File: config.mk
export PLATFORM = sky130hd
export DESIGN_NAME = reorder_buffer
export DESIGN_NICKNAME = d
export VERILOG_FILES = /design/src/rtl/reorder_buffer.sv
export SDC_FILE = /design/constraint.sdc
export NUM_CORES = 1
export LEC_CHECK = 0
export CAP_MARGIN = 10
export CORE_MARGIN = 2
export CORE_UTILIZATION = 58
export DETAILED_ROUTE_END_ITERATION = 6
export PLACE_DENSITY = 0.79
export SYNTH_ARGS = -nofsm -noshare
export SYNTH_HDL_FRONTEND = slang
export SYNTH_SLANG_ARGS = --single-unit
File: constraint.sdc
create_clock -name clk_in -period 15.45 [get_ports clk_in]
set_input_delay 4.635 -clock clk_in [delete_from_list [all_inputs] [get_ports clk_in]]
set_output_delay 4.635 -clock clk_in [all_outputs]
set_load 0.02 [all_outputs]
File: src/rtl/reorder_buffer.sv
// reorder_buffer: circular in-order retirement buffer.
//   Allocation : dec_valid/dec_reg_id/dec_is_branch in; dec_rob_id (tail), full out.
//   Writeback  : cdb_valid/cdb_rob_id/cdb_data/cdb_mispredict/cdb_target_pc in.
//   Lookup     : rob_rob_id_j/k in; rob_ready_j/k, rob_data_j/k out (comb, with CDB bypass).
//   Commit     : commit_reg_id/commit_data/commit_rob_id registered single-cycle pulse.
//   Flush      : flush/flush_pc registered, raised when a mispredicted branch retires.
//   rdy_in low freezes every register in the block.
module reorder_buffer #(
  parameter int ROB_WIDTH = 3,
  parameter int REG_WIDTH = 5
) (
  input  logic                 clk_in,
  input  logic                 rst_in,
  input  logic                 rdy_in,
  input  logic                 dec_valid,
  input  logic [REG_WIDTH-1:0] dec_reg_id,
  input  logic                 dec_is_branch,
  output logic [ROB_WIDTH-1:0] dec_rob_id,
  output logic                 full,
  input  logic                 cdb_valid,
  input  logic [ROB_WIDTH-1:0] cdb_rob_id,
  input  logic [31:0]          cdb_data,
  input  logic                 cdb_mispredict,
  input  logic [31:0]          cdb_target_pc,
  input  logic [ROB_WIDTH-1:0] rob_rob_id_j,
  input  logic [ROB_WIDTH-1:0] rob_rob_id_k,
  output logic                 rob_ready_j,
  output logic                 rob_ready_k,
  output logic [31:0]          rob_data_j,
  output logic [31:0]          rob_data_k,
  output logic [REG_WIDTH-1:0] commit_reg_id,
  output logic [31:0]          commit_data,
  output logic [ROB_WIDTH-1:0] commit_rob_id,
  output logic                 flush,
  output logic [31:0]          flush_pc
);
  localparam int ROB_SIZE = 1 << ROB_WIDTH;

  // Per-entry flags (reset) and payload arrays (no reset needed: guarded by busy/ready).
  logic [ROB_SIZE-1:0]  busy_q, busy_d, ready_q, ready_d, br_q, br_d, mis_q, mis_d;
  logic [REG_WIDTH-1:0] dest_q  [ROB_SIZE];
  logic [31:0]          value_q [ROB_SIZE];
  logic [31:0]          tpc_q   [ROB_SIZE];

  logic [ROB_WIDTH-1:0] head_q, head_d, tail_q, tail_d;
  logic [ROB_WIDTH:0]   count_q, count_d;

  logic [REG_WIDTH-1:0] commit_reg_q, commit_reg_d;
  logic [31:0]          commit_data_q, commit_data_d;
  logic [ROB_WIDTH-1:0] commit_id_q, commit_id_d;
  logic                 flush_q, flush_d;
  logic [31:0]          flush_pc_q, flush_pc_d;

  logic issue, wb, do_commit, mispred;

  assign full       = (count_q == (ROB_WIDTH+1)'(ROB_SIZE));
  assign dec_rob_id = tail_q;

  // Full is sampled before any same-cycle retirement, so a freed slot is only
  // visible to the decoder on the following cycle.
  assign issue     = dec_valid && !full && !flush_q;
  assign wb        = cdb_valid && busy_q[cdb_rob_id] && !flush_q;
  assign do_commit = busy_q[head_q] && ready_q[head_q] && !flush_q;
  assign mispred   = do_commit && br_q[head_q] && mis_q[head_q];

  always_comb begin
    busy_d        = busy_q;
    ready_d       = ready_q;
    br_d          = br_q;
    mis_d         = mis_q;
    head_d        = head_q;
    tail_d        = tail_q;
    count_d       = count_q;
    commit_reg_d  = '0;
    commit_data_d = commit_data_q;
    commit_id_d   = commit_id_q;
    flush_d       = 1'b0;
    flush_pc_d    = flush_pc_q;

    if (issue) begin
      busy_d[tail_q]  = 1'b1;
      ready_d[tail_q] = 1'b0;
      br_d[tail_q]    = dec_is_branch;
      mis_d[tail_q]   = 1'b0;
      tail_d          = tail_q + 1'b1;
    end

    if (wb) begin
      ready_d[cdb_rob_id] = 1'b1;
      mis_d[cdb_rob_id]   = cdb_mispredict;
    end

    if (do_commit) begin
      busy_d[head_q] = 1'b0;
      head_d         = head_q + 1'b1;
      commit_reg_d   = br_q[head_q] ? '0 : dest_q[head_q];
      commit_data_d  = value_q[head_q];
      commit_id_d    = head_q;
    end

    if (issue && !do_commit)
      count_d = count_q + 1'b1;
    else if (!issue && do_commit)
      count_d = count_q - 1'b1;

    // A retiring mispredicted branch discards everything younger, including
    // anything allocated on this same edge.
    if (mispred) begin
      busy_d     = '0;
      head_d     = '0;
      tail_d     = '0;
      count_d    = '0;
      flush_d    = 1'b1;
      flush_pc_d = tpc_q[head_q];
    end
  end

  always_ff @(posedge clk_in or posedge rst_in) begin
    if (rst_in) begin
      busy_q        <= '0;
      ready_q       <= '0;
      br_q          <= '0;
      mis_q         <= '0;
      head_q        <= '0;
      tail_q        <= '0;
      count_q       <= '0;
      commit_reg_q  <= '0;
      commit_data_q <= '0;
      commit_id_q   <= '0;
      flush_q       <= 1'b0;
      flush_pc_q    <= '0;
    end else if (rdy_in) begin
      busy_q        <= busy_d;
      ready_q       <= ready_d;
      br_q          <= br_d;
      mis_q         <= mis_d;
      head_q        <= head_d;
      tail_q        <= tail_d;
      count_q       <= count_d;
      commit_reg_q  <= commit_reg_d;
      commit_data_q <= commit_data_d;
      commit_id_q   <= commit_id_d;
      flush_q       <= flush_d;
      flush_pc_q    <= flush_pc_d;
    end
  end

  always_ff @(posedge clk_in) begin
    if (rdy_in) begin
      if (issue)
        dest_q[tail_q] <= dec_reg_id;
      if (wb) begin
        value_q[cdb_rob_id] <= cdb_data;
        tpc_q[cdb_rob_id]   <= cdb_target_pc;
      end
    end
  end

  assign commit_reg_id = commit_reg_q;
  assign commit_data   = commit_data_q;
  assign commit_rob_id = commit_id_q;
  assign flush         = flush_q;
  assign flush_pc      = flush_pc_q;

  // Two identical lookup ports; a result on the CDB this cycle is forwarded
  // before it lands in the entry.
  logic [ROB_WIDTH-1:0] lk_id    [2];
  logic                 lk_ready [2];
  logic [31:0]          lk_data  [2];

  assign lk_id[0] = rob_rob_id_j;
  assign lk_id[1] = rob_rob_id_k;

  for (genvar gi = 0; gi < 2; gi++) begin : g_lookup
    always_comb begin
      lk_ready[gi] = 1'b0;
      lk_data[gi]  = '0;
      if (busy_q[lk_id[gi]] && ready_q[lk_id[gi]]) begin
        lk_ready[gi] = 1'b1;
        lk_data[gi]  = value_q[lk_id[gi]];
      end else if (cdb_valid && cdb_rob_id == lk_id[gi]) begin
        lk_ready[gi] = 1'b1;
        lk_data[gi]  = cdb_data;
      end
    end
  end

  assign rob_ready_j = lk_ready[0];
  assign rob_data_j  = lk_data[0];
  assign rob_ready_k = lk_ready[1];
  assign rob_data_k  = lk_data[1];

endmodule

After elaboration in Yosys (flattened, before gate mapping)

Memories as Yosys holds them, arrays and structs flattened. A register that Yosys moved wholly into a read port is not among the register bits.
Index checks and enable logic that the tools add are counted.

Register bits: 51
RAM bits: 552
Output and inout bits: 143
Memories: 3

Memories:

| name    | words | bits a word | read ports | clocked after Yosys merged registers in | wr ports | RTL line | RTL |
|---|---|---|---|---|---|---|---|
| tpc_q   | 8     | 32          | 1          | 1                                       | 1        | 43       | `logic [31:0] tpc_q [ROB_SIZE];` |
| value_q | 8     | 32          | 3          | 1                                       | 1        | 42       | `logic [31:0] value_q [ROB_SIZE];` |
| dest_q  | 8     | 5           | 1          | 0                                       | 1        | 41       | `logic [REG_WIDTH-1:0] dest_q [ROB_SIZE];` |

Add/sub/neg operators: 4
Order comparisons: 8
Equality and inequality tests: 3
Multiplexer cells: 57
Bitwise operators: 7
Reduce and logical (&&, ||, !) cells: 30

Operators with widths:

| operator                                                                             | number |
|---|---|
| 32-bit two-way mux                                                                   | 4 |
| 8-bit two-way mux                                                                    | 7 |
| 1-bit binary-select mux with 3-bit select                                            | 9 |
| 8-bit bitwise AND                                                                    | 3 |
| 1-bit two-way mux                                                                    | 23 |
| 3-bit by 4-bit less-than comparator with 1-bit output (second input constant)        | 5 |
| 1-bit logical AND                                                                    | 17 |
| 8-bit bitwise mux                                                                    | 2 |
| 8-bit inverter                                                                       | 2 |
| 8-bit bitwise OR                                                                     | 2 |
| 3-bit two-way mux                                                                    | 4 |
| 4-bit two-way mux                                                                    | 3 |
| 2-bit AND reduction                                                                  | 6 |
| 5-bit two-way mux                                                                    | 2 |
| 1-bit demux with 3-bit select                                                        | 3 |
| 3-bit by 1-bit greater-or-equal comparator with 1-bit output (second input constant) | 3 |
| 3-bit by 1-bit adder with 3-bit output (second input constant)                       | 2 |
| 3-bit equality test                                                                  | 2 |
| 4-bit by 1-bit adder with 4-bit output (second input constant)                       | 1 |
| 4-bit equality test (second input constant)                                          | 1 |
| 1-bit logical NOT                                                                    | 4 |
| 2-bit nonzero test                                                                   | 2 |
| 4-bit by 1-bit subtractor with 4-bit output (second input constant)                  | 1 |
| 3-bit nonzero test                                                                   | 1 |

Logic depth before layout (Yosys ltp)

Gate-level depths: netlist of run 1.

Depth after elaboration: 9
Depth in mapped cells: 13

Worst setup path after synthesis of run 1

OpenSTA, ideal clock, no wires.

Kind: input to output
Start point: in rob_rob_id_j[2]
End point: out rob_data_j[10]
Arrival: 6.524 ns
Path slack: 4.291 ns
Stages on the path: 7
Buffers on the path: 3
Path through: clkbuf_1 mux4_2 mux2i_1 buf_2 buf_1 a21oi_1 a21oi_1

Cells in the longest elaborated chain, start to end: 4
Elaborated cells between the ends (all ways): 10
Those cells by class: 1 x eq/ne; 6 x mux; 2 x reduce/logical; 1 x memory

Ends and longest elaborated chain:

| item                                                                                    | RTL line | RTL |
|---|---|---|
| start: declaration                                                                      | 25       | `input logic [ROB_WIDTH-1:0] rob_rob_id_j,` |
| 1-bit binary-select mux with 3-bit select / 3-bit equality test (equally long branches) | 178, 181 |  |
| 1-bit two-way mux (not written as such) / 1-bit logical AND (equally long branches)     | 178, 181 |  |
| 1-bit logical AND / 32-bit two-way mux (equally long branches)                          | 178, 181 |  |
| 32-bit two-way mux *                                                                    | 178      | `if (busy_q[lk_id[gi]] && ready_q[lk_id[gi]]) begin` |
| end: declaration                                                                        | 29       | `output logic [31:0] rob_data_j,` |

Mark *: on every way between the ends. The rest lies on a longest branch, timed or not. The select of a mux whose other input is x is not followed.

Worst setup path after layout of run 1

Start point: in rob_rob_id_j[2]
End point: out rob_data_j[22]

Same word-level chain as after synthesis.

==> impl_results.md, run 1 <==
* Fin crit share at around 83%
* Worst-margin pin slew at around 1.2 ns
* Register area share after synthesis at 65.69%
* Worst Skew at 0.01715 ns
* First-pass GRT wire length at about 120 mm
* Clk root buf: clkbuf_16
* Ys flop type: edfxtp_1
* Die X at between 200 and 250 um
* CP max-delay cell: mux2i_4
* Synthesized cell area at roughly 30000 um^2
* Total wire length at around 84 mm
* TritonCTS Buffers at 68
* Maximum buffer depth of the clock tree at 3
* CP Launch Type: input port
* Number of synthesized flops with an enable pin at roughly 550
* #FFs+latches synth at around 670
* Antenna violations before repair at 9
* Crit Path Class: in2out
* Postcts setup bufs at 0
* Worst EP arrival at 8.25 ns
* Hpwl dp at between 40 and 50 mm
* Post-Route Setup TNS at 0 ns
* Synth cell types at 62
* Via Count at roughly 20000
* RSZ-0062 raised after global routing: no
* Final min period at ~13 ns
* WP data required at around 11 ns
* Post-CTS resize count at 0
* Warnings from Yosys at 0
* Worst-path cell chain: buf_2, mux4_2, mux2i_4, buf_4, a21oi_1, a21oi_1, clkdlybuf4s50_1
* Placer Congestion at 0.8364
* I/O pins at approximately 230
* Area grow syn2layout at 16.84%
* Core area at just over 50000 um^2
* Hold crit path type: reg2reg
* TritonRoute pass-1 iters at 6
* Crit. End Element: primary output
* Commonest non-fill, non-tap cell in the layout: edfxtp_1
* Die H at around 230 um
* Initial Utilization at 58.91%
* Port Buffers at ~230
* Outcome: completed
* Post-Syn Instances at ~1900
* Largest net degree at the start of global routing at 69
* Vias in the first global route at between 20000 and 25000
* Crit Path Max Fanout at 34
* CTS hold repair buffers at 0
* Leading post-synthesis cells by cell area: edfxtp_1, mux4_2, dfrtp_1
* Worst skew pair latency at 0.60 ns
* Htree depth at 3
* Residual DRC at 0
* Layout cells sized above 1 at between 15 and 20%
* CP most frequent cell: a21oi_1
* Routed len/inst at 29.84 um
* Overall Global Routing Usage at a little under a third
* Final antenna-violating net count at 0
* DR iter-0 viols at 2784
* Syn_nets at 1970
* Max Cap Viol at 0
* CTS Sinks at between 600 and 700
* Leakage at about 12 nW
* # setup viols final at 0
* Remaining Overflow, GRT at 0
* Power per cell area at ~160 nW/um^2
* Vias/cell at roughly 7
* Mean Syn Cell Area at between 15 and 20 um^2
* F_max at approximately 78 MHz
* CTS tree: done
* Num rows at slightly above 80
* CTS clk-pin slew, worst paths at 0.06 ns
* Post-synth ARST share at roughly 17%
* Max incr delay on CP at 0.96 ns
* Most frequent cells in the layout: edfxtp_1, clkdlybuf4s50_1, a21oi_1
* Final Hold Viols at 0
* Die area at ~53000 um^2
* Nets at between 2000 and 2500
* WHS at 0.4832 ns
* Peak VDD IR at between 0.1 and 0.15 mV
* Top-area cell type share of the netlist area at between 50% and 60%
* Final max-slew violation count at 0
* Synth area leader: edfxtp_1
* Slew headroom at between 15 and 20%
==> Yosys cell counts, drive strengths merged, types with 40 or more instances <==
cell type / instances
nor2: 107
mux2i: 114
mux4: 141
buf: 75
a22o: 88
a221oi: 121
dfrtp: 115
o21ai: 40
nand2: 60
clkbuf: 74
a31oi: 49
a21oi: 181
edfxtp: 552
==> area by class of cell <==
class                           instances  area [um^2]
Sequential cell                       667        19460
Fill cell                            3286        15670
Multi-Input combinational cell       1043         9543
Timing Repair Buffer                  269         2567
Clock buffer                           93         1858
Tap cell                              672        840.8
Clock inverter                         33        234.0
Inverter                               21        85.08
Antenna cell                            5        12.51
==> state kept, by name (all words and copies together) (netlist names), 3 cells and up <==
signal         flops
commit_data       32
head_q             3
count_q            4
value_q          256
dec_rob_id         3
flush_pc          32
mis_q              8
busy_q             8
commit_reg_id      5
commit_rob_id      3
ready_q            8
tpc_q            256
dest_q            40
br_q               8
==> kinds of logic after synthesis <==
| logic type | share of synthesized area [%] |
|---|---|
| flops | 65.69 |
| compound gates | 12.11 |
| mux | 15.77 |
| simple gates | 3.427 |
| buf+inv | 2.535 |
| xor+xnor | 0.2366 |
| fa+ha+maj | 0.2366 |
==> worst paths after layout <==
kind / startpoint / to / slack (ns) / cells after the start
worst max-delay path: rob_rob_id_j[2] / rob_data_j[22] / 2.57 / 7
worst min register to register: commit_data[8] / commit_data[8] / 0.48 / 2
worst min-delay path: commit_data[8] / commit_data[8] / 0.48 / 2
max in group asynchronous: rst_in / head_q[1] / 9.48 / 3
min in group asynchronous: rst_in / commit_rob_id[2] / 4.48 / 2
worst max register to register: head_q[0] / flush_pc[24] / 10.45 / 8
==> power breakdown <==
part	switching, W	leakage [nW]	internal (W)
clock	0.000677	1.03	0.000882
combinational	0.00101	4.29	0.000720
sequential	0.000160	6.42	0.00211
==> per-layer routing <==
layer	global-route usage (%)	share of wire, %	up-vias
met5	0	0.065	-
met4	14.48	4.1	8
met3	9.338	13	266
met2	49.51	48	1466
met1	41.26	35	9899
li1	-	-	8078
==> critical path, delay by kind of cell <==
| family | cells | cell delay, ns |
|---|---|---|
| compound gates | 2 | 0.30 |
| mux | 2 | 1.58 |
| buf+inv | 3 | 1.70 |
==> stage by stage <==
| step | total power (W) | area (um^2) | utilization [%] | worst slack [ns] | instances |
|---|---|---|---|---|---|
| floorplan | 0.003296 | 29610 | - | 4.291 | 1880 |
| global placement | 0.003953 | 32500 | 64.64 | 2.712 | 2672 |
| detailed placement | 0.003997 | 32500 | 64.64 | 2.680 | 2672 |
| CTS | 0.005549 | 34590 | 68.80 | 2.678 | 2798 |
| global route | 0.005759 | 34590 | 68.81 | 2.503 | 2800 |
| finish | 0.005554 | 34600 | 68.83 | 2.567 | 2803 |
No activity file was read; power rests on OpenSTA's default activity.
==> inputs of run 2 (changes only) <==
CORE_UTILIZATION = 53   (was 58)
PLACE_DENSITY = 0.76   (was 0.79)
clock period = 11.2 ns   (was 15.45 ns; I/O delays follow)
==> impl_results.md, run 2 (same netlist as run 1, synthesis figures left out) <==
* Peak VDD IR at 0.1667 mV (+34%)
* R2R Setup Slk at 6.07 ns (-4.38 ns)
* Total wire length at 84.80 mm (+1.4%)
* Crit Path Class: in2out
* TritonRoute pass-1 iters at 7 (+1)
* Fin crit share at about 88%
* Residual DRC at 8 (+8)
* RSZ-0062 raised after global routing: no
* Crit. End Element: primary output
* DR iter-0 viols at 2495 (-10%)
* CP max-delay cell: clkdlybuf4s50_1
* CTS hold repair buffers at 0 (unchanged)
* Initial Utilization at 53.65% (-5.3 points)
* Hold crit path type: reg2reg
* # setup viols final at 0 (unchanged)
* Failing checks: design-rule violations
* Layout cells sized above 1 at 17.36% (+0.85 points)
* Largest regs: tpc_q: 256 flops, value_q: 256 flops, dest_q: 40 flops
* F_max at around 100 MHz
* Die X at 240.4 um (+4.5%)
* Postcts setup bufs at 0 (unchanged)
* Final min period at 9.830 ns
* Util after Layout at 63.62% (-5.2 points)
* Leakage at 11.95 nW (+1.8%)
* Crit Path Max Fanout at 33 (-2.9%)
* I/O pins at 228 (unchanged)
* Area grow syn2layout at 18.59%
* Outcome: finished, violations left
* Largest net degree at the start of global routing at 70 (+1.4%)
* Most frequent cells in the layout: edfxtp_1, clkdlybuf4s50_1, a21oi_1
* Worst Skew at 0.02431 ns (+0.007156 ns)
* Max incr delay on CP at 0.69 ns (-0.27 ns)
* Htree depth at 3 (unchanged)
* Num rows at 86 (+4.9%)
* Hpwl dp at 47.86 mm (+1.1%)
* Worst-margin pin slew at 1.225 ns (-0.009152 ns)
* Clk root buf: clkbuf_16
* CP Launch Type: input port
* First-pass GRT wire length at 123.8 mm (+0.19%)
* Worst-path cell chain: buf_2, buf_4, xor2_1, nor3_2, buf_4, a21oi_1, a21oi_1, clkdlybuf4s50_1
* Placer Congestion at 0.8182 (-2.2%)
* Port Buffers at 227 (unchanged)
* Antenna violations before repair at 4 (-5)
* CTS clk-pin slew, worst paths at 0.06 ns (about the same)
* Routed len/inst at 29.41 um (-1.4%)
* Worst EP arrival at 6.47 ns (-1.78 ns)
* Slew headroom at 18.16% (+2.2 points)
* Nets at 2164 (+0.19%)
* CTS tree: done
* Overall Global Routing Usage at 29.54% (-2.1 points)
* TritonCTS Buffers at 70 (+2.9%)
* Max Cap Viol at 0 (unchanged)
* Vias/cell at 6.827 (-2.9%)
* Die H at 240.4 um (+4.5%)
* WP data required at 7.84 ns (-2.98 ns)
* Commonest non-fill, non-tap cell in the layout: edfxtp_1
* Maximum buffer depth of the clock tree at 3 (unchanged)
* Via Count at 19682 (-0.18%)
* Final antenna-violating net count at 0 (unchanged)
* Core area at 55200 um^2 (+9.8%)
* Power per cell area at 227.4 nW/um^2 (+42%)
* Post-Route Setup TNS at 0 ns (unchanged)
* Worst skew pair latency at 0.61 ns (about the same)
* Die area at 57780 um^2 (+9.3%)
* Post-CTS resize count at 0 (unchanged)
* Final Hold Viols at 0 (unchanged)
* Final max-slew violation count at 0 (unchanged)
* Vias in the first global route at 19317 (-3.8%)
* Remaining Overflow, GRT at 0 (unchanged)
* CTS Sinks at 667 (unchanged)
## run 2: cell types whose count changed in the layout (fill, tap and decap cells not counted), sizes merged
cell / before / now
buf: 48 / 50
clkbuf: 93 / 94
diode: 5 / 4
clkinv: 27 / 20
bufinv: 2 / 11
## run 2: worst paths after layout
kind | startpoint | endpoint | cells past startpoint
max | rob_rob_id_j[2] | rob_data_j[28] | 8
min | commit_rob_id[0] | commit_rob_id[0] | 2
max reg2reg | head_q[0] | flush_pc[8] | 8
min reg2reg | commit_rob_id[0] | commit_rob_id[0] | 2
max in group asynchronous | rst_in | ready_q[1] | 3
min in group asynchronous | rst_in | flush_pc[10] | 2
## run 2: area by class of cell
cell class	instances	area [um^2]
fill	3852	20080
sequential	667	19460
multi-input combinational	1043	9543
timing repair buffer	271	2595
clock buffer	94	2007
tap	748	935.9
clock inverter	35	485.5
inverter	21	85.08
antenna	4	10.01
## run 2: worst max-delay path: cells and delay by family
kind | cells | cell delay (ns)
xor gates and xnor gates | 1 | 0.16
and+or+nand+nor | 1 | 0.20
AOI/OAI and AO/OA | 2 | 0.53
buffers and inverters | 4 | 2.18
## run 2: power by group
part / switching (W) / total, W / internal, W / leakage, nW
Combinational: 0.00138 / 0.00238 / 0.000997 / 4.31
Sequential: 0.000221 / 0.00313 / 0.00291 / 6.42
Clock: 0.000958 / 0.00248 / 0.00152 / 1.22
Total: 0.00256 / 0.00799 / 0.00543 / 12.0
## run 2: routing by layer
metal	track usage [%]	share of wire, %
met5	0	0
met4	9.994	3.3
met1	40.50	37
met2	47.20	48
met3	6.625	12
## run 2: through the flow
step	total power [W]	area, um^2	setup WS, ns	instances	hold WS [ns]
after CTS	0.007982	35110	1.455	2879	0.4866
after global routing	0.008287	35120	1.323	2881	0.5088
after detailed placement	0.005515	32620	1.455	2750	0.4734
final	0.007986	35120	1.370	2883	0.4827
after global placement	0.005462	32620	1.501	2750	0.4658
after floorplan	0.004547	29610	1.788	1880	0.4665
